==> src/rtl/tick_gen_pkg.sv <==
// tick_gen_pkg: shared constants and divisor helpers for the tick_gen
// clock-enable generator (tick_gen, tick_chan, tick_gen_if).
package tick_gen_pkg;

   // Default counter / divisor width; wide enough for a 100 MHz clock.
   localparam int CNT_W_DEF = 27;

   // Smallest divisor a channel can run at (tick every other cycle).
   localparam int MIN_DIV = 2;

   // Width used by the helper functions; callers cast to their own CNT_W.
   localparam int DIV_FN_W = 64;

   // Raise any divisor below MIN_DIV up to MIN_DIV.
   function automatic logic [DIV_FN_W-1:0] clamp_div(input logic [DIV_FN_W-1:0] v);
      logic [DIV_FN_W-1:0] min_v;
      min_v = DIV_FN_W'(MIN_DIV);
      return (v < min_v) ? min_v : v;
   endfunction

   // Power-up divisor of channel k: clk_hz / 2^k, never below MIN_DIV.
   function automatic logic [DIV_FN_W-1:0] default_div(input logic [DIV_FN_W-1:0] clk_hz,
                                                       input int unsigned       k);
      return clamp_div(clk_hz >> k);
   endfunction

endpackage

==> src/rtl/tick_gen_if.sv <==
// tick_gen_if: control and status bundle of the tick_gen block.
// Optional macro: TICK_GEN_PAUSE_EN adds the pause signal.
//
// Handshake: div_wr is a single-cycle strobe with no ready. Every strobe
// with an in-range div_sel is accepted on the clock edge where div_wr=1;
// div_busy[k] then reports that channel k holds a divisor not yet applied.
// A later strobe to the same channel replaces the pending divisor.
interface tick_gen_if #(
   parameter int NUM_CH = 4,
   parameter int CNT_W  = 27
);
   localparam int SEL_W = (NUM_CH > 1) ? $clog2(NUM_CH) : 1;

   logic              div_wr;
   logic [SEL_W-1:0]  div_sel;
   logic [CNT_W-1:0]  div_val;
   logic              sync_clr;
`ifdef TICK_GEN_PAUSE_EN
   logic              pause;
`endif
   logic [NUM_CH-1:0] tick_o;
   logic [NUM_CH-1:0] level_o;
   logic [NUM_CH-1:0] div_busy;

   modport master (
      output div_wr, div_sel, div_val, sync_clr,
`ifdef TICK_GEN_PAUSE_EN
      output pause,
`endif
      input  tick_o, level_o, div_busy
   );

   modport slave (
      input  div_wr, div_sel, div_val, sync_clr,
`ifdef TICK_GEN_PAUSE_EN
      input  pause,
`endif
      output tick_o, level_o, div_busy
   );

endinterface

==> src/rtl/tick_gen_chan.sv <==
// tick_chan: one clock-enable channel. Counts 0..D-1, emits a one-cycle
// tick at the terminal count, toggles a 50 % level output on each tick, and
// swaps in a pending divisor only at a terminal count or on sync_clr so the
// output never produces a short period.
module tick_chan
   import tick_gen_pkg::*;
#(
   parameter int               CNT_W   = CNT_W_DEF,
   parameter logic [CNT_W-1:0] DEF_DIV = CNT_W'(MIN_DIV)
) (
   input  logic             clk,
   input  logic             rst_n,
   input  logic             wr_en,
   input  logic [CNT_W-1:0] wr_val,
   input  logic             sync_clr,
   input  logic             pause,
   output logic             tick_o,
   output logic             level_o,
   output logic             busy_o
);

   logic [CNT_W-1:0] cnt_q,      cnt_d;
   logic [CNT_W-1:0] div_q,      div_d;
   logic [CNT_W-1:0] pend_div_q, pend_div_d;
   logic             pend_q,     pend_d;
   logic             tick_q,     tick_d;
   logic             level_q,    level_d;

   logic [CNT_W-1:0] wr_clamped;
   logic             terminal;

   assign wr_clamped = CNT_W'(clamp_div(DIV_FN_W'(wr_val)));
   assign terminal   = (cnt_q == (div_q - CNT_W'(1)));

   // Next-state: sync_clr realigns, pause freezes, otherwise count and
   // apply any pending divisor at the terminal count.
   always_comb begin
      cnt_d      = cnt_q;
      div_d      = div_q;
      pend_div_d = pend_div_q;
      pend_d     = pend_q;
      tick_d     = 1'b0;
      level_d    = level_q;

      if (sync_clr) begin
         cnt_d   = '0;
         level_d = 1'b0;
         pend_d  = 1'b0;
         // A write in the same cycle wins over an older pending value.
         if (wr_en) begin
            div_d = wr_clamped;
         end else if (pend_q) begin
            div_d = pend_div_q;
         end
      end else begin
         if (!pause) begin
            if (terminal) begin
               cnt_d   = '0;
               tick_d  = 1'b1;
               level_d = ~level_q;
               if (pend_q) begin
                  div_d  = pend_div_q;
                  pend_d = 1'b0;
               end
            end else begin
               cnt_d = cnt_q + CNT_W'(1);
            end
         end
         // Queued after the apply above, so a write landing on the
         // terminal count stays pending for the following period.
         if (wr_en) begin
            pend_div_d = wr_clamped;
            pend_d     = 1'b1;
         end
      end
   end

   // State register; reset restores the default divisor and drops writes.
   always_ff @(posedge clk or negedge rst_n) begin
      if (!rst_n) begin
         cnt_q      <= '0;
         div_q      <= DEF_DIV;
         pend_div_q <= DEF_DIV;
         pend_q     <= 1'b0;
         tick_q     <= 1'b0;
         level_q    <= 1'b0;
      end else begin
         cnt_q      <= cnt_d;
         div_q      <= div_d;
         pend_div_q <= pend_div_d;
         pend_q     <= pend_d;
         tick_q     <= tick_d;
         level_q    <= level_d;
      end
   end

   assign tick_o  = tick_q;
   assign level_o = level_q;
   assign busy_o  = pend_q;

endmodule

==> src/rtl/tick_gen.sv <==
// tick_gen: multi-channel programmable clock-enable generator.
// Optional macro: TICK_GEN_PAUSE_EN enables the pause input (freeze).
// Decodes div_sel into per-channel write enables and fans sync_clr/pause
// out to NUM_CH tick_chan instances; all outputs come from channel flops.
// CNT_W must be at least $clog2(CLK_HZ+1) so channel 0's default fits.
module tick_gen
   import tick_gen_pkg::*;
#(
   parameter int CLK_HZ = 100_000_000,
   parameter int NUM_CH = 4,
   parameter int CNT_W  = CNT_W_DEF
) (
   input logic       clk,
   input logic       rst_n,
   tick_gen_if.slave bus
);

   localparam int SEL_W = (NUM_CH > 1) ? $clog2(NUM_CH) : 1;

   logic              pause_all;
   logic [NUM_CH-1:0] wr_en;
   logic [NUM_CH-1:0] tick_v;
   logic [NUM_CH-1:0] level_v;
   logic [NUM_CH-1:0] busy_v;

`ifdef TICK_GEN_PAUSE_EN
   assign pause_all = bus.pause;
`else
   assign pause_all = 1'b0;
`endif

   // Write decode: an index with no matching channel selects nothing.
   always_comb begin
      wr_en = '0;
      for (int k = 0; k < NUM_CH; k++) begin
         if (bus.div_wr && (bus.div_sel == SEL_W'(k))) begin
            wr_en[k] = 1'b1;
         end
      end
   end

   for (genvar k = 0; k < NUM_CH; k++) begin : g_chan
      tick_chan #(
         .CNT_W   (CNT_W),
         .DEF_DIV (CNT_W'(default_div(DIV_FN_W'(CLK_HZ), k)))
      ) u_chan (
         .clk      (clk),
         .rst_n    (rst_n),
         .wr_en    (wr_en[k]),
         .wr_val   (bus.div_val),
         .sync_clr (bus.sync_clr),
         .pause    (pause_all),
         .tick_o   (tick_v[k]),
         .level_o  (level_v[k]),
         .busy_o   (busy_v[k])
      );
   end

   assign bus.tick_o   = tick_v;
   assign bus.level_o  = level_v;
   assign bus.div_busy = busy_v;

endmodule
==> src/flat_wrapper.sv <==
// flat-port wrapper written by rule: the top's interface ports become plain ports
module tick_gen_flat import tick_gen_pkg::*;
#(
   parameter int CLK_HZ = 100_000_000,
   parameter int NUM_CH = 4,
   parameter int CNT_W  = CNT_W_DEF
)
  (clk, rst_n, bus_div_wr, bus_div_sel, bus_div_val, bus_sync_clr, bus_tick_o, bus_level_o, bus_div_busy);
  tick_gen_if #(.NUM_CH(NUM_CH), .CNT_W(CNT_W)) bus_i ();
  input logic clk;
  input logic rst_n;
  input wire logic [$bits(bus_i.div_wr)-1:0] bus_div_wr;
  input wire logic [$bits(bus_i.div_sel)-1:0] bus_div_sel;
  input wire logic [$bits(bus_i.div_val)-1:0] bus_div_val;
  input wire logic [$bits(bus_i.sync_clr)-1:0] bus_sync_clr;
  output wire logic [$bits(bus_i.tick_o)-1:0] bus_tick_o;
  output wire logic [$bits(bus_i.level_o)-1:0] bus_level_o;
  output wire logic [$bits(bus_i.div_busy)-1:0] bus_div_busy;
  assign bus_i.div_wr = bus_div_wr;
  assign bus_i.div_sel = bus_div_sel;
  assign bus_i.div_val = bus_div_val;
  assign bus_i.sync_clr = bus_sync_clr;
  assign bus_tick_o = bus_i.tick_o;
  assign bus_level_o = bus_i.level_o;
  assign bus_div_busy = bus_i.div_busy;
  tick_gen #(.CLK_HZ(CLK_HZ), .NUM_CH(NUM_CH), .CNT_W(CNT_W)) u_core (.clk(clk), .rst_n(rst_n), .bus(bus_i));
endmodule
==> config.mk <==
export PLATFORM = sky130hd
export DESIGN_NAME = tick_gen_flat
export DESIGN_NICKNAME = d
export VERILOG_FILES = /design/src/rtl/tick_gen_pkg.sv /design/src/rtl/tick_gen_if.sv /design/src/rtl/tick_gen_chan.sv /design/src/rtl/tick_gen.sv /design/src/flat_wrapper.sv
export SDC_FILE = /design/constraint.sdc
export NUM_CORES = 1
export LEC_CHECK = 0
export ABC_AREA = 0
export CORE_ASPECT_RATIO = 1.5
export CORE_MARGIN = 3
export CORE_UTILIZATION = 45
export CTS_CLUSTER_SIZE = 40
export DETAILED_ROUTE_END_ITERATION = 12
export PLACE_DENSITY = 0.66
export SETUP_SLACK_MARGIN = 0.02
export SYNTH_ARGS = -nofsm -noshare
export SYNTH_HDL_FRONTEND = slang
export SYNTH_HIERARCHICAL = 1
export SYNTH_SLANG_ARGS = --single-unit
export TNS_END_PERCENT = 10
==> constraint.sdc <==
create_clock -name clk -period 5.6 [get_ports clk]
set_clock_uncertainty 0.2 [all_clocks]
set_input_delay 1.68 -clock clk [delete_from_list [all_inputs] [get_ports clk]]
set_output_delay 1.68 -clock clk [all_outputs]
set_load 0.01 [all_outputs]
; ---- Yosys cells after proc, flatten, opt, wreduce, memory -nomap -nowiden
; Index checks and enable logic that the tools add are counted.
[classes]
add_sub_neg = 8
n_mux = 57
n_reduce_logical = 17
order_cmp = 1
n_bitwise = 5
n_eq_ne = 7
[op_table]
columns = operator, count
row1 = two-way mux 27 bit, 25
row2 = adder 27 x 1 -> 27 bit (second input constant), 4
row3 = equality test 27 bit, 4
row4 = subtractor 27 x 1 -> 27 bit (second input constant), 4
row5 = two-way mux 1 bit, 32
row6 = less-than comparator 27 x 2 -> 1 bit (second input constant), 1
row7 = nonzero test 3 bit, 4
row8 = AND reduction 2 bit, 4
row9 = nonzero test 2 bit, 4
row10 = inverter 1 bit, 5
row11 = equality test 2 bit (second input constant), 2
row12 = logical AND 1 bit, 4
row13 = equality test 2 x 1 -> 1 bit (second input constant), 1
row14 = logical NOT 2 bit, 1
[totals]
wordCells = 119
out_inout_bits = 12
register_bits = 336

; ---- Depth between registers and ports, before layout
; Gate-level depths: netlist of the first run.
[depth]
depth_word = 5
ltp_mapped = 14

; ---- By module
; The synthesis of the first run kept the hierarchy.
[modules_own_cells]
columns = mod, n_inst, area_per_inst_um2, seq_area_each_um2, cells_each
row1 = tick_chan (u_core.g_chan[1].u_chan ...), 3, 5142.4, 2132.0, 544
row2 = tick_chan (u_core.g_chan[0].u_chan), 1, 4937.2, 2132.0, 534
row3 = tick_gen, 1, 41.3, 0.0, 5

; ---- Worst setup path before layout of the first run
; Ideal clock, no wire load.
[synth_path]
path_kind = reg2reg
startpoint = reg u_core.g_chan[0].u_chan.div_q[0]
endpoint = reg u_core.g_chan[0].u_chan.div_q[3]
synth_period_minus_slack_ps = 4208
setup_ps = 144
path_stages_with_launch = 14
arrival_time_ps = 3865
slack_ps = 1392
n_path_buf = 3
cell_sequence = dfrtp_1 > inv_1 > ha_1 > clkbuf_1 > or4b_1 > clkbuf_1 > nor4_4 > a21boi_1 > or3_1 > or4_1 > a2111o_1 > o41ai_4 > buf_4 > o22ai_1
[synth_between]
elab_chain_cells = 3
[synth_rtl]
columns = item, line_no
row1 = from (decl), tick_gen_chan.sv:23  ; logic [CNT_W-1:0] div_q, div_d;
row2 = from (signal assigned), tick_gen_chan.sv:89  ; div_q <= div_d;
row3 = subtractor 27 x 1 -> 27 bit, tick_gen_chan.sv:33  ; assign terminal = (cnt_q == (div_q - CNT_W'(1)));
row4 = equality test 27 bit, tick_gen_chan.sv:33
row5 = nonzero test 2 bit (no line), -
; No other way between the ends.
; A chain may end at the register's enable or synchronous reset.

; ---- Worst setup path after layout of the first run
[layout_path]
startpoint = reg u_core.g_chan[0].u_chan.div_q[0]
endpoint = reg u_core.g_chan[0].u_chan.cnt_q[6]
[layout_between]
elab_chain_cells = 4
[layout_rtl]
columns = item, line_no
row1 = subtractor 27 x 1 -> 27 bit, tick_gen_chan.sv:33
row2 = equality test 27 bit, tick_gen_chan.sv:33
row3 = two-way mux 27 bit, tick_gen_chan.sv:57  ; if (terminal) begin
row4 = two-way mux 27 bit, tick_gen_chan.sv:45  ; if (sync_clr) begin
row5 = to (signal assigned), tick_gen_chan.sv:88  ; cnt_q <= cnt_d;
row6 = to (decl), tick_gen_chan.sv:22  ; logic [CNT_W-1:0] cnt_q, cnt_d;
; No other way between the ends.

==> run_results.csv, run 1 <==
group,metric,value,unit
run_status,status,"completed",
sta,slew_headroom,29.4,%
yosys,synth_compound_area_share,13.0,%
sta,rsz0062_at_grt,"no",
drt,drtPass1Iterations,6,
die,die-area,0.0480,sq mm
clocking,ctsResizeCount,0,
yosys,yosysWarnings,6,
global_routing,grt_usage,21.8,%
die,die_h,267,um
finish,final_core_util,50.9,%
yosys,synth_top_family_by_area,"simple AND/OR/NAND/NOR gates",
power,p_per_area,351,mW/mm^2
finish,syn2layout_area_growth,10.6,%
sta,timing_hold_violations_final,0,
worst_setup_path,max_stage_delay,0.66,ns
clocking,cts_setup_buffers,0,
worst_setup_path,cp_slowest_cell,"or4b_1",
drt,routedWlPerCell,19.1,um
yosys,ys_seq_area_share,41.8,%
finish,multi_input_comb_area,0.0111,sq mm
power,peakVddDrop,0.201,mV
drt,final_antenna_net_count,0,
sta,fin_tns_setup,0,ns
sta,setup_viol,0,
clocking,cts_buffers,36,
clocking,clk_pin_slew,0.06,ns
clocking,cts.sinks,336,
yosys,synth_ff_type,"dfrtp_1",
placed_design,gp_congestion,0.886,
global_routing,grt_max_degree,100,
yosys,yosys.area_share.xor_xnor,10.1,%
yosys,async_flop_share,100,%
yosys,synth-simple-area-share,24.8,%
clocking,cts_root_buf,"clkbuf_16",
worst_setup_path,end_kind,"flip-flop",
sta,slew_violations,0,
worst_setup_path,crit_type,"flip-flop to flip-flop",
sta,worst_pin_slew,1.06,ns
clocking,cts_tree,"yes",
global_routing,grt_pass1_wl,87300,um
die,die_x,180,um
yosys,postSynthCellCount,2171,
yosys,syn_area_per_cell,9.40,sq um
yosys,synthAdderAreaFrac,0.491,%
yosys,synth_area_leader_cell,"dfrtp_1",
clocking,cts.path.max_buffers,3,
sta,whs,0.287,ns
worst_setup_path,cp.arrival,4.96,ns
finish,layout.nets,2219,
job,maxCapViolations,0,
worst_setup_path,critPathMaxFanout,17,
sta,period_share,84.6,%
placed_design,dpl.hpwl,37400,um
worst_setup_path,worstSetupStartpointType,"flip-flop",
yosys,ys_types,80,
worst_setup_path,worstPathRequired,5.82,ns
yosys,synth_top_area_share,29.4,%
finish,regArea,0.00853,sq mm
yosys,synth_seq_cells,336,
finish,layout_common_cells,"dfrtp_1 (240), nand3_1 (148), a21oi_1 (146)",
drt,dr_total_vias,16563,
drt,initialDrtViolationCount,1035,
clocking,clk_latency,0.55,ns
sta,min_period,4.74,ns
finish,n_fill_cell,4048,
worst_setup_path,crit_path_cell_trace,"inv_1 > ha_1 > or4b_1 > nor4_4 > a21boi_1 > or3_1 > or4_1 > a2111o_1 > o31ai_2 > buf_4 > nor2_1",
global_routing,grt_antenna_before_repair,0,
drt,route.detailed.drc,0,
finish,final_layout_size_suffix_gt1_share,17.6,%
die,io-pin-count,45,
yosys,syn_area,0.0204,sq mm
clocking,holdBufCountCts,0,
die,initial_utilization,46.0,%
yosys,synth_mux_area_share,5.67,%
finish,layout_commonest_cell,"dfrtp_1",
yosys,synth-edff-count,0,
clocking,cts-htree-levels,2,
hold_path,hp-class,"flip-flop to flip-flop",
drt,wirelength,53100,um
die,rows,94,
yosys,synthTopCellsByArea,"dfrtp_1 (29%), dfstp_2 (12%), xnor2_1 (5.6%)",
global_routing,gr-total-overflow,0,
global_routing,grt_pass1_vias,16645,
placed_design,portBuffers,44,
finish,antenna_cells,0,
sta,fmaxAchievable,0.211,GHz
die,core_area,0.0443,sq mm
power,p_leak,0.00940,uW
drt,via_per_inst,5.96,
through the flow:
stage	instance area (sq um)	power (uW)	instances	setup slack, ns
final	22600	7910	2781	0.864
after detailed placement	21300	5350	2716	0.897
after CTS	22600	7960	2781	0.872
after global routing	22600	8360	2781	0.567
after global placement	21300	5270	2716	0.937
after floorplan	20500	4810	2196	1.39
per-layer routing:
metal / track usage (%) / share of wire, % / up-vias
met5: 0 / 0 / -
met1: 26.6 / 41 / 8113
met4: 9.44 / 4.1 / 0
met3: 2.51 / 3.7 / 140
met2: 39.1 / 51 / 405
li1: - / - / 7905
area by class of cell:
| type | instances | share of cell area, % |
|---|---|---|
| multi-input combinational | 1669 | 49.3 |
| sequential | 336 | 37.8 |
| clock buffer | 45 | 4.38 |
| tap | 576 | 3.19 |
| timing repair buffer | 76 | 3.14 |
| clock inverter | 20 | 1.23 |
| inverter | 59 | 0.981 |
path summary, 6_finish.rpt:
path / endpoint / cells past startpoint / slack (ns) / from
worst max-delay path: u_core/g_chan[0].u_chan/cnt_q[6] / 11 / 0.86 / u_core/g_chan[0].u_chan/div_q[0]
worst min-delay path: u_core/g_chan[1].u_chan/pend_div_q[1] / 2 / 0.29 / u_core/g_chan[1].u_chan/pend_div_q[1]
worst max register to register: u_core/g_chan[0].u_chan/cnt_q[6] / 11 / 0.86 / u_core/g_chan[0].u_chan/div_q[0]
worst min register to register: u_core/g_chan[1].u_chan/pend_div_q[1] / 2 / 0.29 / u_core/g_chan[1].u_chan/pend_div_q[1]
max in group asynchronous: u_core/g_chan[2].u_chan/div_q[11] / 2 / 3.14 / rst_n
min in group asynchronous: u_core/g_chan[0].u_chan/cnt_q[23] / 1 / 0.94 / rst_n
Yosys cell counts (4+ instances only):
cell type	count
a2111oi_0	7
a21oi_1	146
a31oi_1	15
and2_1	25
and3_1	140
and4_1	12
and4b_1	6
buf_2	24
buf_4	5
buf_6	12
clkbuf_1	91
dfrtp_1	240
dfstp_2	96
ha_1	8
inv_1	59
mux2_2	100
nand2_1	107
nand2b_1	15
nand3_1	148
nand3b_1	4
nand4_1	37
nand4b_1	12
nor2_1	115
nor2b_1	22
nor3_1	100
nor3b_1	10
nor4_1	66
nor4_4	4
o211a_1	9
o211ai_1	18
o21ai_0	44
o21ai_1	8
o21ai_2	60
o22a_1	4
o22ai_1	38
o31a_1	7
o32ai_1	4
o41ai_1	9
or2_2	4
or3_1	11
or4_1	23
xnor2_1	130
xor2_1	105
kinds of logic (layout without fill, tap and decap cells):
group           Yosys count  in the layout
fa+ha+maj                 8              8
compound gates          400            400
flops                   336            336
other cells               1             26
xor+xnor                235            235
simple gates            897            897
buf+inv                 191            200
mux                     103            103
registers in the layout, indices dropped and copies added, names as in the netlist:
signal	count
u_core/g_chan.u_chan/pend_div_q	108
u_core/g_chan.u_chan/tick_o	4
u_core/g_chan.u_chan/busy_o	4
u_core/g_chan.u_chan/cnt_q	108
u_core/g_chan.u_chan/level_o	4
u_core/g_chan.u_chan/div_q	108
power by group:
part / total [uW] / switching [uW] / internal, uW
logic: 1990 / 1140 / 850
registers: 3350 / 428 / 2920
clock network: 2580 / 1030 / 1540
critical path: cells and delay by family, from the launching register on:
kind,cells,cell delay (ns)
and+or+nand+nor,5,1.95
AOI/OAI and AO/OA,3,1.27
buffers and inverters,2,0.44
DFF,1,0.44
adders and majority gates,1,0.32
Note: power is estimated with default switching activity, not from simulation.
==> inputs of run 2 (changes only) <==
- clock period: 5.6 -> 4.7 ns (I/O delays scaled with it)
==> run 2 against run 1 <==
Worst setup slack worse by 0.27 ns. Count of clock-buffer cells in the layout rose by 8. First-iteration DRC count increased by 23%. Routed wire length grew 2.5%. Maximum frequency grew 15%. Largest cell class unchanged. Critical endpoint is now u_core/g_chan[0].u_chan/div_q[11].
==> run_results.csv, run 2 (synthesized netlist as in run 1, its figures left out) <==
group,metric,value,unit
global_routing,met2_usage,39.8,%
global_routing,grt.met1_usage,27.9,%
die,die-area,0.0480,sq mm
die,rows,94,
clocking,ctsResizeCount,0,
hold_path,min_from,"u_core/g_chan[1].u_chan/pend_div_q[1]",
placed_design,placed_cells,2735,
sta,period_share,87.4,%
clocking,cts_buffers,35,
run_status,status,"completed",
drt,drtPass1Iterations,5,
worst_setup_path,crit_type,"flip-flop to flip-flop",
clocking,cts_setup_buffers,0,
drt,routedWlPerCell,19.4,um
finish,layout.cells.non_filler,2798,
die,core_area,0.0443,sq mm
power,peakVddDrop,0.202,mV
die,die_h,267,um
clocking,cts_tree,"yes",
drt,final_antenna_net_count,0,
global_routing,grt_pass1_wl,89100,um
clocking,cts.path.max_buffers,3,
sta,slew_violations,0,
sta,slew_headroom,37.7,%
worst_setup_path,r2r_slack,0.59,ns
drt,route.detailed.drc,0,
sta,rsz0062_at_grt,"no",
drt,via_per_inst,5.99,
global_routing,grt_usage,22.3,%
worst_setup_path,rr_endpoint,"u_core/g_chan[0].u_chan/div_q[11]",
placed_design,gp_congestion,0.897,
finish,layout_commonest_cell,"dfrtp_1",
die,die_x,180,um
finish,final_layout_size_suffix_gt1_share,18.0,%
finish,syn2layout_area_growth,11.3,%
hold_path,hp-class,"flip-flop to flip-flop",
hold_path,holdPathEnd,"u_core/g_chan[1].u_chan/pend_div_q[1]",
hold_path,hold_depth,2,
finish,antenna_cells,0,
worst_setup_path,critPathMaxFanout,27,
placed_design,dpl.hpwl,38500,um
job,maxCapViolations,0,
finish,layout.nets,2237,
worst_setup_path,cp.arrival,4.31,ns
global_routing,use_met3,2.22,%
worst_setup_path,crit_path_cell_trace,"inv_1 > ha_1 > or4b_1 > nor4_4 > a21boi_1 > or3_1 > or4_1 > a2111o_1 > o41ai_4 > buf_12 > o22ai_1",
global_routing,grt_antenna_before_repair,0,
placed_design,portBuffers,44,
placed_design,pre_cts_ws,0.626,ns
finish,layout_common_cells,"dfrtp_1 (240), nand3_1 (148), a21oi_1 (146)",
clocking,holdBufCountCts,0,
power,p_per_area,411,mW/mm^2
finish,top_regs,"u_core/g_chan.u_chan/cnt_q: 108 flops, u_core/g_chan.u_chan/div_q: 108 flops, u_core/g_chan.u_chan/pend_div_q: 108 flops",
sta,min_period,4.11,ns
worst_setup_path,worstSetupStartpointType,"flip-flop",
clocking,cts_root_buf,"clkbuf_16",
global_routing,grt_pass1_vias,16644,
clocking,clk_latency,0.53,ns
die,io-pin-count,45,
clocking,cts-htree-levels,2,
sta,fmaxAchievable,0.244,GHz
power,p_total,9320,uW
drt,dr_total_vias,16761,
clocking,cts.sinks,336,
global_routing,busiest_layer,"met2",
global_routing,gr-total-overflow,0,
global_routing,grt_max_degree,97,
power,p_leak,0.00948,uW
drt,wirelength,54400,um
worst_setup_path,r2r-start,"u_core/g_chan[0].u_chan/div_q[0]",
worst_setup_path,worstPathRequired,4.90,ns
drt,initialDrtViolationCount,1277,
sta,worst_pin_slew,0.933,ns
sta,fin_tns_setup,0,ns
die,initial_utilization,46.0,%
worst_setup_path,max_stage_delay,0.56,ns
worst_setup_path,end_kind,"flip-flop",
worst_setup_path,r2r_cells,11,
clocking,clk_pin_slew,0.07,ns
sta,setup_viol,0,
sta,timing_hold_violations_final,0,
worst_setup_path,cp_slowest_cell,"or4b_1",
sta,layout_setup_ws,0.593,ns
[run 2: final cells by class]
| cell class | instances | area (sq um) |
|---|---|---|
| fill | 4039 | 21600 |
| inverter | 59 | 221 |
| tap | 576 | 721 |
| multi-input combinational | 1669 | 11100 |
| clock buffer | 53 | 1100 |
| sequential | 336 | 8530 |
| clock inverter | 10 | 110 |
| timing repair buffer | 95 | 901 |
[run 2: worst max-delay path by stage]
stage / startpoint / endpoint / cells after the start
after floorplan: u_core/g_chan[0].u_chan/div_q[0] / u_core/g_chan[0].u_chan/div_q[3] / 13
after global placement: u_core/g_chan[0].u_chan/div_q[0] / u_core/g_chan[0].u_chan/div_q[3] / 11
after detailed placement: u_core/g_chan[0].u_chan/div_q[0] / u_core/g_chan[0].u_chan/div_q[9] / 11
after CTS: u_core/g_chan[0].u_chan/div_q[0] / u_core/g_chan[0].u_chan/busy_o / 11
after global routing: u_core/g_chan[0].u_chan/div_q[0] / u_core/g_chan[0].u_chan/cnt_q[7] / 11
final: u_core/g_chan[0].u_chan/div_q[0] / u_core/g_chan[0].u_chan/div_q[11] / 11
[run 2: metal layers]
| layer | vias to the layer above | wire (um) |
|---|---|---|
| met3 | 137 | 1720 |
| met5 | - | 0 |
| met1 | 8305 | 23000 |
| met4 | 0 | 2150 |
| met2 | 382 | 27500 |
| li1 | 7937 | - |
[run 2: power by group]
part	switching (uW)	total [uW]	internal [uW]
Combinational	1360	2400	1030
Sequential	525	4010	3480
Clock	1180	2920	1740
[run 2: worst max-delay path, delay by kind of cell (launching register included)]
| kind | cells | cell delay [ns] |
|---|---|---|
| AND/OR/NAND/NOR | 4 | 1.55 |
| AO/OA/AOI/OAI | 4 | 1.08 |
| adder cells (fa/ha/maj) | 1 | 0.34 |
| buffers and inverters | 2 | 0.33 |
| flip-flops | 1 | 0.45 |
[run 2: metrics by stage]
step | utilization, % | cell area, sq um | hold WS [ns]
detailed placement | 48.5 | 21500 | 0.271
global placement | 48.5 | 21500 | 0.265
floorplan | - | 20500 | 0.251
global route | 51.2 | 22700 | 0.306
finish | 51.2 | 22700 | 0.282
CTS | 51.2 | 22700 | 0.284
==> inputs of run 3 (changes only) <==
- clock period: 4.7 -> 5 ns (I/O delays scaled with it)
==> run 3 against run 2 <==
Total power fell by 7.3%. Cell area fell by 0.83%. Highest routed layer is now met5. Worst setup slack got worse by 0.10 ns. Sequential share of layout area grew 0.32 points. Hold slack improved by 0.0037 ns. Routed wire length shrank 0.91%. Clock power is 9.2% lower. Cell count fell by 0.50%. First-iteration DRC count down 11%. Via count about the same. Critical path depth did not move.
==> run_results.csv, run 3 (synthesized netlist as in run 1, its figures left out) <==
group,metric,value,unit
run_status,status,"completed",
placed_design,portBuffers,44,
die,die_x,180,um
die,die-area,0.0480,sq mm
power,p_per_area,384,mW/mm^2
global_routing,grt_pass1_wl,88100,um
global_routing,met2_usage,38.5,%
worst_setup_path,worstPathRequired,5.21,ns
global_routing,use_met3,2.89,%
global_routing,grt_antenna_before_repair,2,
placed_design,dpl.hpwl,37800,um
finish,layout.nets,2223,
die,rows,94,
worst_setup_path,worstSetupStartpoint,"u_core/g_chan[0].u_chan/div_q[0]",
global_routing,busiest_layer,"met2",
clocking,cts_tree,"yes",
hold_path,min_from,"u_core/g_chan[1].u_chan/pend_div_q[0]",
finish,final_layout_size_suffix_gt1_share,17.6,%
drt,initialDrtViolationCount,1142,
drt,route.detailed.drc,0,
worst_setup_path,crit_type,"flip-flop to flip-flop",
finish,syn2layout_area_growth,10.3,%
worst_setup_path,end_kind,"flip-flop",
worst_setup_path,worstSetupStartpointType,"flip-flop",
power,p_leak,0.00937,uW
drt,final_antenna_net_count,0,
hold_path,holdPathEnd,"u_core/g_chan[1].u_chan/pend_div_q[0]",
sta,min_period,4.51,ns
finish,multi_input_comb_area,0.0111,sq mm
clocking,holdBufCountCts,0,
worst_setup_path,cp.arrival,4.72,ns
clocking,clk_latency,0.55,ns
finish,n_fill_cell,3987,
hold_path,hp-class,"flip-flop to flip-flop",
power,peakVddDrop,0.198,mV
sta,rsz0062_at_grt,"no",
drt,dr_total_vias,16748,
worst_setup_path,rr_endpoint,"u_core/g_chan[0].u_chan/div_q[3]",
drt,drtPass1Iterations,7,
worst_setup_path,critPathMaxFanout,27,
clocking,clk_pin_slew,0.06,ns
clocking,cts.path.max_buffers,3,
global_routing,grt_usage,22.0,%
worst_setup_path,r2r_cells,11,
global_routing,grt_max_degree,96,
sta,fin_tns_setup,0,ns
finish,layout_commonest_cell,"dfrtp_1",
die,die_h,267,um
sta,fmaxAchievable,0.222,GHz
sta,slew_headroom,16.9,%
clocking,cts_setup_buffers,0,
clocking,cts.sinks,336,
clocking,cts_buffers,35,
finish,top_regs,"u_core/g_chan.u_chan/cnt_q: 108 flops, u_core/g_chan.u_chan/div_q: 108 flops, u_core/g_chan.u_chan/pend_div_q: 108 flops",
drt,routedWlPerCell,19.4,um
worst_setup_path,r2r_slack,0.49,ns
placed_design,gp_congestion,0.925,
sta,whs,0.286,ns
global_routing,grt.met1_usage,27.0,%
drt,wirelength,53900,um
global_routing,gr-total-overflow,0,
die,core_area,0.0443,sq mm
finish,regArea,0.00853,sq mm
clocking,ctsResizeCount,0,
finish,antenna_cells,0,
clocking,cts_root_buf,"clkbuf_16",
clocking,cts-htree-levels,2,
finish,layout_common_cells,"dfrtp_1 (240), nand3_1 (148), a21oi_1 (146)",
job,maxCapViolations,0,
sta,slew_violations,0,
die,io-pin-count,45,
worst_setup_path,r2r-start,"u_core/g_chan[0].u_chan/div_q[0]",
sta,period_share,90.2,%
placed_design,placed_cells,2721,
global_routing,grt_pass1_vias,16681,
sta,setup_viol,0,
hold_path,hold_depth,2,
die,initial_utilization,46.0,%
sta,worst_pin_slew,1.25,ns
finish,layout.cells.non_filler,2784,
drt,via_per_inst,6.02,
sta,timing_hold_violations_final,0,
run 3: metrics by stage:
| step | total power, uW | util (%) | worst slack (ns) | cell area (sq um) |
|---|---|---|---|---|
| floorplan | 5380 | - | 0.792 | 20500 |
| global placement | 5930 | 48.2 | 0.615 | 21400 |
| detailed placement | 6010 | 48.2 | 0.512 | 21400 |
| CTS | 8690 | 50.8 | 0.496 | 22500 |
| global route | 9150 | 50.8 | 0.290 | 22500 |
| finish | 8640 | 50.8 | 0.490 | 22500 |
run 3: per-layer routing:
layer | wire, um | share of wire [%]
met1 | 22300 | 41
met2 | 26600 | 49
met3 | 2130 | 4.0
met4 | 2750 | 5.1
met5 | 24 | 0.045
run 3: cell type report:
type / instances / share of cell area [%]
Tap cell: 576 / 3.20
Multi-Input combinational cell: 1669 / 49.4
Inverter: 59 / 0.984
Sequential cell: 336 / 37.9
Timing Repair Buffer: 81 / 3.42
Clock inverter: 14 / 0.628
Clock buffer: 49 / 4.49
run 3: worst max-delay path by stage:
stage,to,slack [ns],cells past startpoint
after floorplan,u_core/g_chan[0].u_chan/div_q[3],0.79,13
after global placement,u_core/g_chan[0].u_chan/div_q[3],0.62,11
after detailed placement,u_core/g_chan[0].u_chan/div_q[25],0.51,11
after CTS,u_core/g_chan[0].u_chan/div_q[3],0.50,11
after global routing,u_core/g_chan[0].u_chan/div_q[6],0.29,11
final,u_core/g_chan[0].u_chan/div_q[3],0.49,11
run 3: critical path, cell delays in order (launching register included):
cell and delay, ns:
dfrtp_1 0.43, inv_1 0.10, ha_1 0.34, or4b_1 0.66, nor4_4 0.39, a21boi_1 0.14, or3_1 0.35, or4_1 0.46
a2111o_1 0.48, o41ai_4 0.32, buf_4 0.35, o22ai_1 0.14
run 3: power by group:
| part | switching [uW] | leakage, uW | internal, uW |
|---|---|---|---|
| logic | 1270 | 0.00464 | 959 |
| clock network | 1120 | 0.000563 | 1530 |
| registers | 498 | 0.00417 | 3270 |
| total | 2890 | 0.00937 | 5760 |
